[src/rtl/cdc_status_rx_if.sv]
// Status bus between a two-flop synchronizer output and the consumer of
// qualified status words; the receiver sits on the slave modport.
interface cdc_status_rx_if;
  logic [7:0] sync_data_i;
  logic       ready_i;
  logic [7:0] status_o;
  logic       valid_o;
  logic [7:0] update_cnt_o;
  logic [7:0] glitch_cnt_o;

  modport master (
    output sync_data_i, ready_i,
    input  status_o, valid_o, update_cnt_o, glitch_cnt_o
  );

  modport slave (
    input  sync_data_i, ready_i,
    output status_o, valid_o, update_cnt_o, glitch_cnt_o
  );
endinterface

[src/rtl/cdc_status_rx.sv]
// Qualifies a multi-bit synchronized status word: a value must be sampled
// unchanged for STABLE_CYCLES edges before it is presented to the consumer.
module cdc_status_rx #(
  parameter int         STABLE_CYCLES = 3,
  parameter logic [7:0] RESET_VAL     = 8'h00
) (
  input  logic                   clk_i,
  input  logic                   rst_ni,
  cdc_status_rx_if.slave         bus,
  output logic [1:0]             dbg_state_o
);

  typedef enum logic [1:0] {
    IDLE    = 2'd0,
    QUALIFY = 2'd1,
    PRESENT = 2'd2
  } state_e;

  localparam logic [3:0] LAST_CNT = 4'(STABLE_CYCLES - 1);

  state_e     state_q;
  logic [3:0] cnt_q;
  logic [7:0] cand_q;
  logic [7:0] status_q;
  logic       valid_q;
  logic [7:0] update_cnt_q;
  logic [7:0] glitch_cnt_q;

  // Handshake: status_o is transferred on any rising edge where valid_o and
  // ready_i are both high; valid_o and status_o stay frozen until then, and
  // ready_i has no effect while valid_o is low.
  always_ff @(posedge clk_i or negedge rst_ni) begin
    if (!rst_ni) begin
      state_q      <= IDLE;
      cnt_q        <= 4'd0;
      cand_q       <= 8'h00;
      status_q     <= RESET_VAL;
      valid_q      <= 1'b0;
      update_cnt_q <= 8'd0;
      glitch_cnt_q <= 8'd0;
    end else begin
      case (state_q)
        IDLE: begin
          if (bus.sync_data_i != status_q) begin
            state_q <= QUALIFY;
            cand_q  <= bus.sync_data_i;
            cnt_q   <= 4'd1;
          end
        end
        QUALIFY: begin
          if (bus.sync_data_i == cand_q) begin
            if (cnt_q == LAST_CNT) begin
              status_q     <= cand_q;
              valid_q      <= 1'b1;
              update_cnt_q <= update_cnt_q + 8'd1;
              state_q      <= PRESENT;
            end else begin
              cnt_q <= cnt_q + 4'd1;
            end
          end else begin
            if (glitch_cnt_q != 8'hFF) glitch_cnt_q <= glitch_cnt_q + 8'd1;
            if (bus.sync_data_i == status_q) begin
              state_q <= IDLE;
            end else begin
              cand_q <= bus.sync_data_i;
              cnt_q  <= 4'd1;
            end
          end
        end
        PRESENT: begin
          // Input changes are ignored here; IDLE re-compares after the handshake.
          if (bus.ready_i) begin
            valid_q <= 1'b0;
            state_q <= IDLE;
          end
        end
        default: begin
          state_q <= IDLE;
          valid_q <= 1'b0;
        end
      endcase
    end
  end

  assign bus.status_o     = status_q;
  assign bus.valid_o      = valid_q;
  assign bus.update_cnt_o = update_cnt_q;
  assign bus.glitch_cnt_o = glitch_cnt_q;
  assign dbg_state_o      = state_q;

endmodule
[src/flat_wrapper.sv]
// flat-port wrapper written by rule: the top's interface ports become plain ports
module cdc_status_rx_flat 
#(
  parameter int         STABLE_CYCLES = 3,
  parameter logic [7:0] RESET_VAL     = 8'h00
)
  (clk_i, rst_ni, dbg_state_o, bus_sync_data_i, bus_ready_i, bus_status_o, bus_valid_o, bus_update_cnt_o, bus_glitch_cnt_o);
  cdc_status_rx_if bus_i ();
  input  logic clk_i;
  input  logic rst_ni;
  output logic [1:0] dbg_state_o;
  input wire logic [$bits(bus_i.sync_data_i)-1:0] bus_sync_data_i;
  input wire logic [$bits(bus_i.ready_i)-1:0] bus_ready_i;
  output wire logic [$bits(bus_i.status_o)-1:0] bus_status_o;
  output wire logic [$bits(bus_i.valid_o)-1:0] bus_valid_o;
  output wire logic [$bits(bus_i.update_cnt_o)-1:0] bus_update_cnt_o;
  output wire logic [$bits(bus_i.glitch_cnt_o)-1:0] bus_glitch_cnt_o;
  assign bus_i.sync_data_i = bus_sync_data_i;
  assign bus_i.ready_i = bus_ready_i;
  assign bus_status_o = bus_i.status_o;
  assign bus_valid_o = bus_i.valid_o;
  assign bus_update_cnt_o = bus_i.update_cnt_o;
  assign bus_glitch_cnt_o = bus_i.glitch_cnt_o;
  cdc_status_rx #(.STABLE_CYCLES(STABLE_CYCLES), .RESET_VAL(RESET_VAL)) u_core (.clk_i(clk_i), .rst_ni(rst_ni), .bus(bus_i), .dbg_state_o(dbg_state_o));
endmodule
[config.mk]
export PLATFORM = sky130hd
export DESIGN_NAME = cdc_status_rx_flat
export DESIGN_NICKNAME = d
export VERILOG_FILES = /design/src/rtl/cdc_status_rx_if.sv /design/src/rtl/cdc_status_rx.sv /design/src/flat_wrapper.sv
export SDC_FILE = /design/constraint.sdc
export NUM_CORES = 1
export LEC_CHECK = 0
export ABC_CLOCK_PERIOD_IN_PS = 2000
export CAP_MARGIN = 40
export CORE_MARGIN = 4
export CORE_UTILIZATION = 46
export DETAILED_ROUTE_END_ITERATION = 7
export HOLD_SLACK_MARGIN = 0.02
export PLACE_DENSITY = 0.87
export REMOVE_ABC_BUFFERS = 1
export SLEW_MARGIN = 5
export SYNTH_ARGS = -nofsm -noshare
export SYNTH_HDL_FRONTEND = slang
export SYNTH_SLANG_ARGS = --single-unit
[constraint.sdc]
create_clock -name clk_i -period 2 [get_ports clk_i]
set_input_delay 0.2 -clock clk_i [delete_from_list [all_inputs] [get_ports clk_i]]
set_output_delay 0.2 -clock clk_i [all_outputs]
set_load 0.05 [all_outputs]
Word-level counts from Yosys, hierarchy flattened
Index checks and enable logic that the tools add are counted.
{"block": "op_classes", "bitwise": 2, "n_mux": 19, "addsub": 3, "n_eq_ne": 17, "reduce_logical": 8}
{"cell": "8-bit 2-to-1 mux", "count": 3}
{"cell": "8-bit by 1-bit adder with 8-bit output (second input constant)", "count": 2}
{"cell": "8-bit == test", "count": 2}
{"cell": "4-bit 2-to-1 mux", "count": 4}
{"cell": "8-bit case mux with 2 select lines", "count": 1}
{"cell": "4-bit AND reduction", "count": 4}
{"cell": "2-bit 2-to-1 mux", "count": 5}
{"cell": "8-bit != test", "count": 1}
{"cell": "8-bit != test (second input constant)", "count": 1}
{"cell": "4-bit case mux with 2 select lines", "count": 1}
{"cell": "2-bit by 1-bit != test with 1-bit output (second input constant)", "count": 3}
{"cell": "2-bit != test (second input constant)", "count": 3}
{"cell": "3-bit != test (second input constant)", "count": 2}
{"cell": "2-bit case mux with 3 select lines", "count": 1}
{"cell": "3-bit AND reduction", "count": 2}
{"cell": "4-bit by 1-bit adder with 4-bit output (second input constant)", "count": 1}
{"cell": "4-bit by 2-bit == test with 1-bit output (second input constant)", "count": 1}
{"cell": "1-bit 2-to-1 mux", "count": 3}
{"cell": "3-bit by 1-bit != test with 1-bit output (second input constant)", "count": 1}
{"cell": "3-bit by 2-bit != test with 1-bit output (second input constant)", "count": 1}
{"cell": "1-bit case mux with 3 select lines", "count": 1}
{"cell": "2-bit by 1-bit == test with 1-bit output (second input constant)", "count": 1}
{"cell": "2-bit == test (second input constant)", "count": 1}
{"cell": "2-bit zero test", "count": 1}
{"cell": "2 further kinds", "count": 3}
{"block": "totals", "register_bits": 39, "out_inout_bits": 27, "inputBits": 11}

Depth between registers and ports, before layout
Gate-level depths: netlist (run 1).
{"block": "depth", "word_depth": 4, "mapped_depth": 8}

Worst setup path before layout (run 1)
No wires, ideal clock.
{"block": "synth_timing", "path_kind": "reg-to-reg", "from": "register u_core.status_q[5] (netlist: u_core.bus.status_o[5])", "to": "register u_core.cand_q[1]", "setup_ns": 0.125, "n_path_buf": 1, "arrival_ns": 1.825, "slack_ns": 0.050, "synth_period_minus_slack_ns": 1.950, "path_stages_with_launch": 6, "cell_sequence": "dfrtp_1 xor2_1 nor4_1 a221o_1 buf_2 mux2_2"}
{"block": "synth_between", "elab_chain_len": 3}
{"element": "start: declaration", "line_no": "cdc_status_rx.sv:24", "text": "logic [7:0] status_q;"}
{"element": "start signal: assignment", "line_no": "cdc_status_rx.sv:53", "text": "status_q <= cand_q;"}
{"element": "8-bit == test or 8-bit != test (tied branches)", "line_no": "cdc_status_rx.sv:62, cdc_status_rx.sv:44"}
{"element": "2-bit != test (no line) or 2-bit by 1-bit != test with 1-bit output (tied branches)"}
{"element": "4-bit AND reduction (no line) (*)"}
{"element": "end signal: assignment", "line_no": "cdc_status_rx.sv:46", "text": "cand_q <= bus.sync_data_i;"}
{"element": "end signal: assignment", "line_no": "cdc_status_rx.sv:65", "text": "cand_q <= bus.sync_data_i;"}
{"element": "end: declaration", "line_no": "cdc_status_rx.sv:23", "text": "logic [7:0] cand_q;"}
Every way passes the cells marked *; elsewhere a longest branch is shown, timed or not.
A chain may end at the register's enable or synchronous reset.

Worst setup path in the final report (run 1)
{"block": "layout_timing", "from": "register u_core.cand_q[7]", "to": "register u_core.status_q[1] (netlist: u_core.bus.status_o[1])"}
{"block": "layout_between", "elab_chain_len": 2}
{"element": "8-bit == test", "line_no": "cdc_status_rx.sv:51", "text": "if (bus.sync_data_i == cand_q) begin"}
{"element": "3-bit AND reduction (no line)"}
No other way between the ends.

==> flow_summary_export.csv, run 1 <==
group,metric,value,unit
sta,fin_hold_ws,7.73,ps
detailed_routing,num_vias,1399,
placed_design,placed_cell_area,2360,µm²
placed_design,gp_congestion,0.768,
pwr,total_power,0.00230,W
sta,clock_skew,9.18,ps
clocking,cts_max_level,2,
detailed_routing,final_antenna_net_count,0,
setup_path,crit_buf_inv,2,
pwr,power_density,886,nW/µm²
global_route,grtUsageTotal,17.0,%
setup_path,endpoint_kind,"flop",
sta,tightest_slew,868,ps
setup_path,cp_top_family,"simple AND/OR/NAND/NOR gates",
finish,fin_util,68.3,%
sta,relSlewSlack,42.1,%
setup_path,cpPeakStageDelay,590,ps
finish,final_cell_area,2590,µm²
sta,fmax,0.494,GHz
floorplan,ios,38,
placed_design,place_hpwl,2910,µm
placed_design,dp_slack,-368,ps
sta,setup_slack,-25.4,ps
detailed_routing,drc_errors,0,
detailed_routing,vias_per_cell,5.38,
setup_path,required,2180,ps
sta,hold_viol,0,
yosys,ys_top_cells_by_area,"dfrtp_1 (52%), mux2_2 (11%), xnor2_1 (7.5%)",
clocking,insertion_delay,300,ps
setup_path,cp-start-kind,"flop",
yosys,ys_seq_area_share,51.9,%
floorplan,initial_utilization,49.5,%
setup_path,slowest_stage,"or4_4",
detailed_routing,dr.pass1.iters,6,
clocking,cts_tree,"built",
finish,syn2layout_area_growth,38.0,%
finish,nFillCells,273,
global_route,antenna_found_initial,0,
setup_path,critPathMaxFanout,9,
yosys,synthTopCellsByCount,"dfrtp_1 (39), mux2_2 (18), xnor2_1 (16)",
finish,multi_input_area,941,µm²
yosys,syn-mean-instance-area,12.2,µm²
sta,finalMaxSlewViolations,0,
clocking,ctsRootBufferMaster,"clkbuf_8",
yosys,yosysWarnings,0,
yosys,synth_cell_types,31,
sta,rsz0062_at_grt,"yes",
clocking,cts_made_buffers,5,
global_route,grt_pass1_wl,6730,µm
flow_run,maxCapViolations,0,
global_route,overflow,0,
yosys,synth_area,1880,µm²
detailed_routing,wirelength,4410,µm
sta,fin_crit,2030,ps
clocking,cts.clk_slew.worst_paths,80,ps
yosys,async_flop_share,100,%
yosys,synth_top_area_share,51.9,%
outcome,violations,"setup timing",
finish,finalNetCount,226,
pwr,leakagePower,1.23,nW
yosys,synth_top_flop_cell,"dfrtp_1",
detailed_routing,initialDrtViolationCount,111,
yosys,yosysMostFrequentCell,"dfrtp_1",
sta,finalSetupViolations,3,
floorplan,die_area,5170,µm²
finish,regArea,976,µm²
clocking,clk_path_buf_depth,2,
floorplan,die_x,71.9,µm
pwr,peakVddDrop,1020,µV
finish,antennaDiodeCount,0,
outcome,status,"complete, but fails checks",
global_route,first_global_vias,1431,
clocking,clock-sinks,39,
floorplan,core,3800,µm²
setup_path,critPathKind,"reg -> reg",
worst_hold_path,hold_class,"in -> async",
yosys,synth_top_cell_by_area,"dfrtp_1",
placed_design,portBuffers,37,
finish,drive_gt1_share,26.9,%
yosys,synthCells,154,
yosys,synth_edf_count,0,
floorplan,die_y,71.9,µm
setup_path,arrival,2200,ps
sta,fin_crit_sh,101,%
yosys,ys_ff_latch,39,
floorplan,fp-row-count,22,
detailed_routing,wl_per_cell,17.0,µm
setup_path,crit_chain,"xnor2_2 > nand4_2 > or4_4 > buf_12 > buf_8 > mux2_2",
global_route,grt_max_degree,40,
==> area by class of cell <==
| type | count | share of cell area (%) |
|---|---|---|
| Inverter | 1 | 0.145 |
| Clock buffer | 8 | 3.86 |
| Timing Repair Buffer | 53 | 19.8 |
| Sequential cell | 39 | 37.6 |
| Multi-Input combinational cell | 111 | 36.3 |
| Tap cell | 48 | 2.32 |
==> where the power goes <==
part           switching [W]  leakage [nW]  internal [W]  total [W]
sequential          0.000110         0.501      0.000881   0.000991
combinational       0.000434         0.675      0.000288   0.000722
clock               0.000271        0.0515      0.000315   0.000585
==> through the flow <==
step | cells | setup TNS [ps]
global route | 260 | -544
floorplan | 150 | -651
CTS | 255 | -20.7
finish | 260 | -41.7
detailed placement | 247 | -6940
global placement | 247 | -6060
==> routing by layer <==
layer	routed length (µm)	track usage, %
met5	0	0
met1	1930	21.8
met2	2150	26.4
met4	91	7.52
met3	236	5.40
==> flip-flops by register name, indices dropped and copies added (netlist names) <==
register,flops
u_core.bus.status_o,8
u_core.dbg_state_o,2
u_core.bus.valid_o,1
u_core.cnt_q,4
u_core.bus.glitch_cnt_o,8
u_core.bus.update_cnt_o,8
u_core.cand_q,8
==> placed cells by master (no fill, tap or decap), types with 2 or more instances in the layout <==
cell | netlist | routed
nor4_1 | 5 | 5
nand4_1 | 4 | 4
xnor2_1 | 16 | 9
nand2_1 | 14 | 14
a21oi_1 | 2 | 2
clkbuf_8 | 0 | 7
nand4_2 | 2 | 2
buf_4 | 0 | 14
mux2_2 | 18 | 18
nor3_1 | 3 | 2
clkdlybuf4s50_1 | 0 | 33
dfrtp_1 | 39 | 39
dlymetal6s2s_1 | 0 | 3
nand2b_1 | 2 | 2
nor2_1 | 5 | 5
and3_1 | 3 | 3
a31o_2 | 2 | 2
xnor2_2 | 0 | 7
nand3_1 | 5 | 5
xor2_1 | 14 | 14
ha_1 | 4 | 4
==> timing repair <==
| item | 4_1_cts | 5_1_grt |
|---|---|---|
| pin swaps | 2 | 7 |
| endpoints found under the hold margin | 0 | 0 |
| buffers inserted | 0 | 4 |
| gates cloned | 0 | 1 |
| hold buffers | 0 | 0 |
| resized for setup | 6 | 12 |
| setup endpoints to repair | 5 | 4 |
==> path summary, 6_finish.rpt <==
check                                              to                  startpoint  slack (ps)  depth (start not counted)
max reg2reg                    u_core.bus.status_o[1]            u_core.cand_q[7]         -30                          6
max                            u_core.bus.status_o[1]            u_core.cand_q[7]         -30                          6
max in group asynchronous  u_core.bus.glitch_cnt_o[5]                      rst_ni        1440                          1
min reg2reg                u_core.bus.update_cnt_o[7]  u_core.bus.update_cnt_o[7]         490                          1
min                                  u_core.cand_q[5]                      rst_ni           8                          1
min in group clk_i                   u_core.cand_q[0]          bus_sync_data_i[0]         310                          2
==> kinds of logic after synthesis <==
kind of cell	synth area share, %
and+or+nand+nor	15.0
DFF	51.9
xor gates and xnor gates	14.0
muxes	10.8
AOI/OAI and AO/OA	3.73
buffers and inverters	1.86
adders and majority gates	2.66
Power figures use the tool's default switching activity.
==> inputs of run 2 (changes only) <==
--- a/config.mk
+++ b/config.mk
@@ -9,6 +9,7 @@
 export CAP_MARGIN = 40
 export CORE_MARGIN = 4
 export CORE_UTILIZATION = 46
+export CTS_CLUSTER_DIAMETER = 40
 export DETAILED_ROUTE_END_ITERATION = 7
 export HOLD_SLACK_MARGIN = 0.02
 export PLACE_DENSITY = 0.87
==> results of run 2 <==
Final layout, timing and power as in run 1 (identical DEF).
==> inputs of run 3 (changes only) <==
--- a/config.mk
+++ b/config.mk
@@ -8,11 +8,12 @@
 export ABC_CLOCK_PERIOD_IN_PS = 2000
 export CAP_MARGIN = 40
 export CORE_MARGIN = 4
-export CORE_UTILIZATION = 46
+export CORE_UTILIZATION = 30
 export CTS_CLUSTER_DIAMETER = 40
 export DETAILED_ROUTE_END_ITERATION = 7
 export HOLD_SLACK_MARGIN = 0.02
-export PLACE_DENSITY = 0.87
+export PLACE_DENSITY = 0.64
+export RECOVER_POWER = 25
 export REMOVE_ABC_BUFFERS = 1
 export SLEW_MARGIN = 5
 export SYNTH_ARGS = -nofsm -noshare
==> flow_summary_export.csv, run 3 (synthesis results as in run 1) <==
group,metric,value,unit
clocking,cts_made_buffers,5,
clocking,insertion_delay,290,ps
setup_path,cp-start-kind,"flop",
floorplan,core,5990,µm²
finish,finalNetCount,236,
sta,finalMaxSlewViolations,0,
detailed_routing,dr.pass1.iters,4,
clocking,cts_tree,"built",
pwr,power_density,868,nW/µm²
clocking,clock-sinks,39,
setup_path,r2r_start,"u_core.cand_q[1]",
setup_path,required,2160,ps
sta,tightest_slew,679,ps
floorplan,ios,38,
setup_path,arrival,2140,ps
finish,fin_util,45.1,%
setup_path,crit_chain,"xnor2_2 > nand4_2 > or4_4 > buf_12 > buf_6 > mux2_4",
sta,fin_crit,1980,ps
worst_hold_path,hold_path.startpoint,"bus_sync_data_i[5]",
setup_path,timing.rr.end,"u_core.bus.status_o[3]",
setup_path,rrSetupSlack,20,ps
pwr,leakagePower,1.27,nW
sta,relSlewSlack,54.7,%
placed_design,place_hpwl,2940,µm
floorplan,die_y,87.1,µm
detailed_routing,num_vias,1381,
clocking,clk_path_buf_depth,2,
sta,clock_skew,14.3,ps
sta,setup_slack,22.1,ps
detailed_routing,drc_errors,0,
floorplan,die_x,87.1,µm
floorplan,initial_utilization,31.4,%
worst_hold_path,min_path_cells,2,
sta,finalSetupViolations,0,
clocking,cts.clk_slew.worst_paths,80,ps
detailed_routing,wirelength,3990,µm
setup_path,cp-startpoint,"u_core.cand_q[1]",
pwr,peakVddDrop,681,µV
sta,hold_viol,0,
detailed_routing,wl_per_cell,13.5,µm
setup_path,rr_worst_depth,6,
sta,rsz0062_at_grt,"yes",
placed_design,dp_slack,-372,ps
clocking,cts_max_level,2,
placed_design,portBuffers,37,
global_route,grt_pass1_wl,6550,µm
sta,fin_crit_sh,98.9,%
setup_path,cpPeakStageDelay,570,ps
worst_hold_path,hold_class,"in -> reg",
outcome,status,"completed",
floorplan,die_area,7590,µm²
setup_path,endpoint_kind,"flop",
detailed_routing,final_antenna_net_count,0,
finish,antennaDiodeCount,0,
global_route,first_global_vias,1406,
finish,final_cells,296,
finish,syn2layout_area_growth,43.7,%
detailed_routing,vias_per_cell,4.67,
finish,final_common_cell,"dfrtp_1",
flow_run,maxCapViolations,0,
floorplan,fp-row-count,28,
global_route,overflow,0,
pwr,total_power,0.00234,W
global_route,grt_max_degree,28,
placed_design,dp.cells,282,
finish,layout_common_cells,"dfrtp_1 (39), clkdlybuf4s50_1 (30), buf_4 (23)",
global_route,grtUsageTotal,11.1,%
placed_design,gp_congestion,0.747,
detailed_routing,initialDrtViolationCount,20,
sta,fmax,0.506,GHz
worst_hold_path,min_to,"u_core.cand_q[5]",
sta,final.setup.tns,0,ps
setup_path,critPathMaxFanout,7,
setup_path,critPathKind,"reg -> reg",
global_route,antenna_found_initial,0,
clocking,ctsRootBufferMaster,"clkbuf_8",
setup_path,slowest_stage,"or4_4",
finish,drive_gt1_share,30.3,%
==> run 3: cell types whose count changed in the layout (fill, tap and decap cells not counted), moves of 2 or more <==
cell             previous run  this run
buf_4                      14        23
buf_6                       0         2
clkbuf_8                    7         5
clkdlybuf4s50_1            33        30
dlygate4sd2_1               0         4
nor2_1                      5         3
nor2_2                      0         2
==> run 3: metal layers <==
metal | part of all wire [%] | wire (µm) | vias to the layer above | track usage, %
met5 | 0 | 0 | - | 0
met4 | 0.45 | 18 | 0 | 2.51
met3 | 5.1 | 205 | 2 | 3.97
met2 | 48 | 1940 | 26 | 18.2
met1 | 46 | 1830 | 676 | 14.0
li1 | - | - | 677 | -
==> run 3: stage by stage <==
step | area [µm²] | hold WS [ps]
6_report | 2700 | 313
5_1_grt | 2700 | 323
4_1_cts | 2620 | 375
3_5_place_dp | 2460 | 252
3_3_place_gp | 2460 | 256
2_1_floorplan | 1850 | -95.6
==> run 3: critical path, delay by kind of cell (launching register included) <==
| kind | cells | cell delay (ps) |
|---|---|---|
| xor+xnor | 1 | 190 |
| flops | 1 | 410 |
| buf+inv | 2 | 270 |
| simple gates | 2 | 690 |
| mux | 1 | 290 |
==> run 3: final cells by class <==
class                      count  area [µm²]
clock buffer                   5        68.8
inverter                       1        3.75
clock inverter                 2        37.5
fill                         560        3290
tap                           75        93.8
sequential                    39         976
timing repair buffer          64         591
multi-input combinational    110         931
==> run 3: worst max-delay path by stage <==
stage | to | depth (start not counted)
after global routing | u_core.bus.status_o[6] | 6
after detailed placement | u_core.bus.update_cnt_o[7] | 7
after global placement | u_core.bus.update_cnt_o[7] | 7
after floorplan | u_core.bus.update_cnt_o[7] | 5
after CTS | u_core.bus.update_cnt_o[7] | 6
final | u_core.bus.status_o[3] | 6
==> run 3: repair_timing <==
item	in CTS	in global routing
pin swaps	3	11
setup endpoints to repair	3	3
hold buffers	1	0
endpoints found under the hold margin	25	0
gates resized for setup	12	11
buffers inserted	1	5
==> run 3: power by group <==
part           switching (W)  total [W]  internal, W  leakage, nW
clock network       0.000270   0.000635     0.000365       0.0502
registers           0.000106   0.000987     0.000880        0.501
logic               0.000429   0.000723     0.000293        0.718
total               0.000806    0.00234      0.00154         1.27
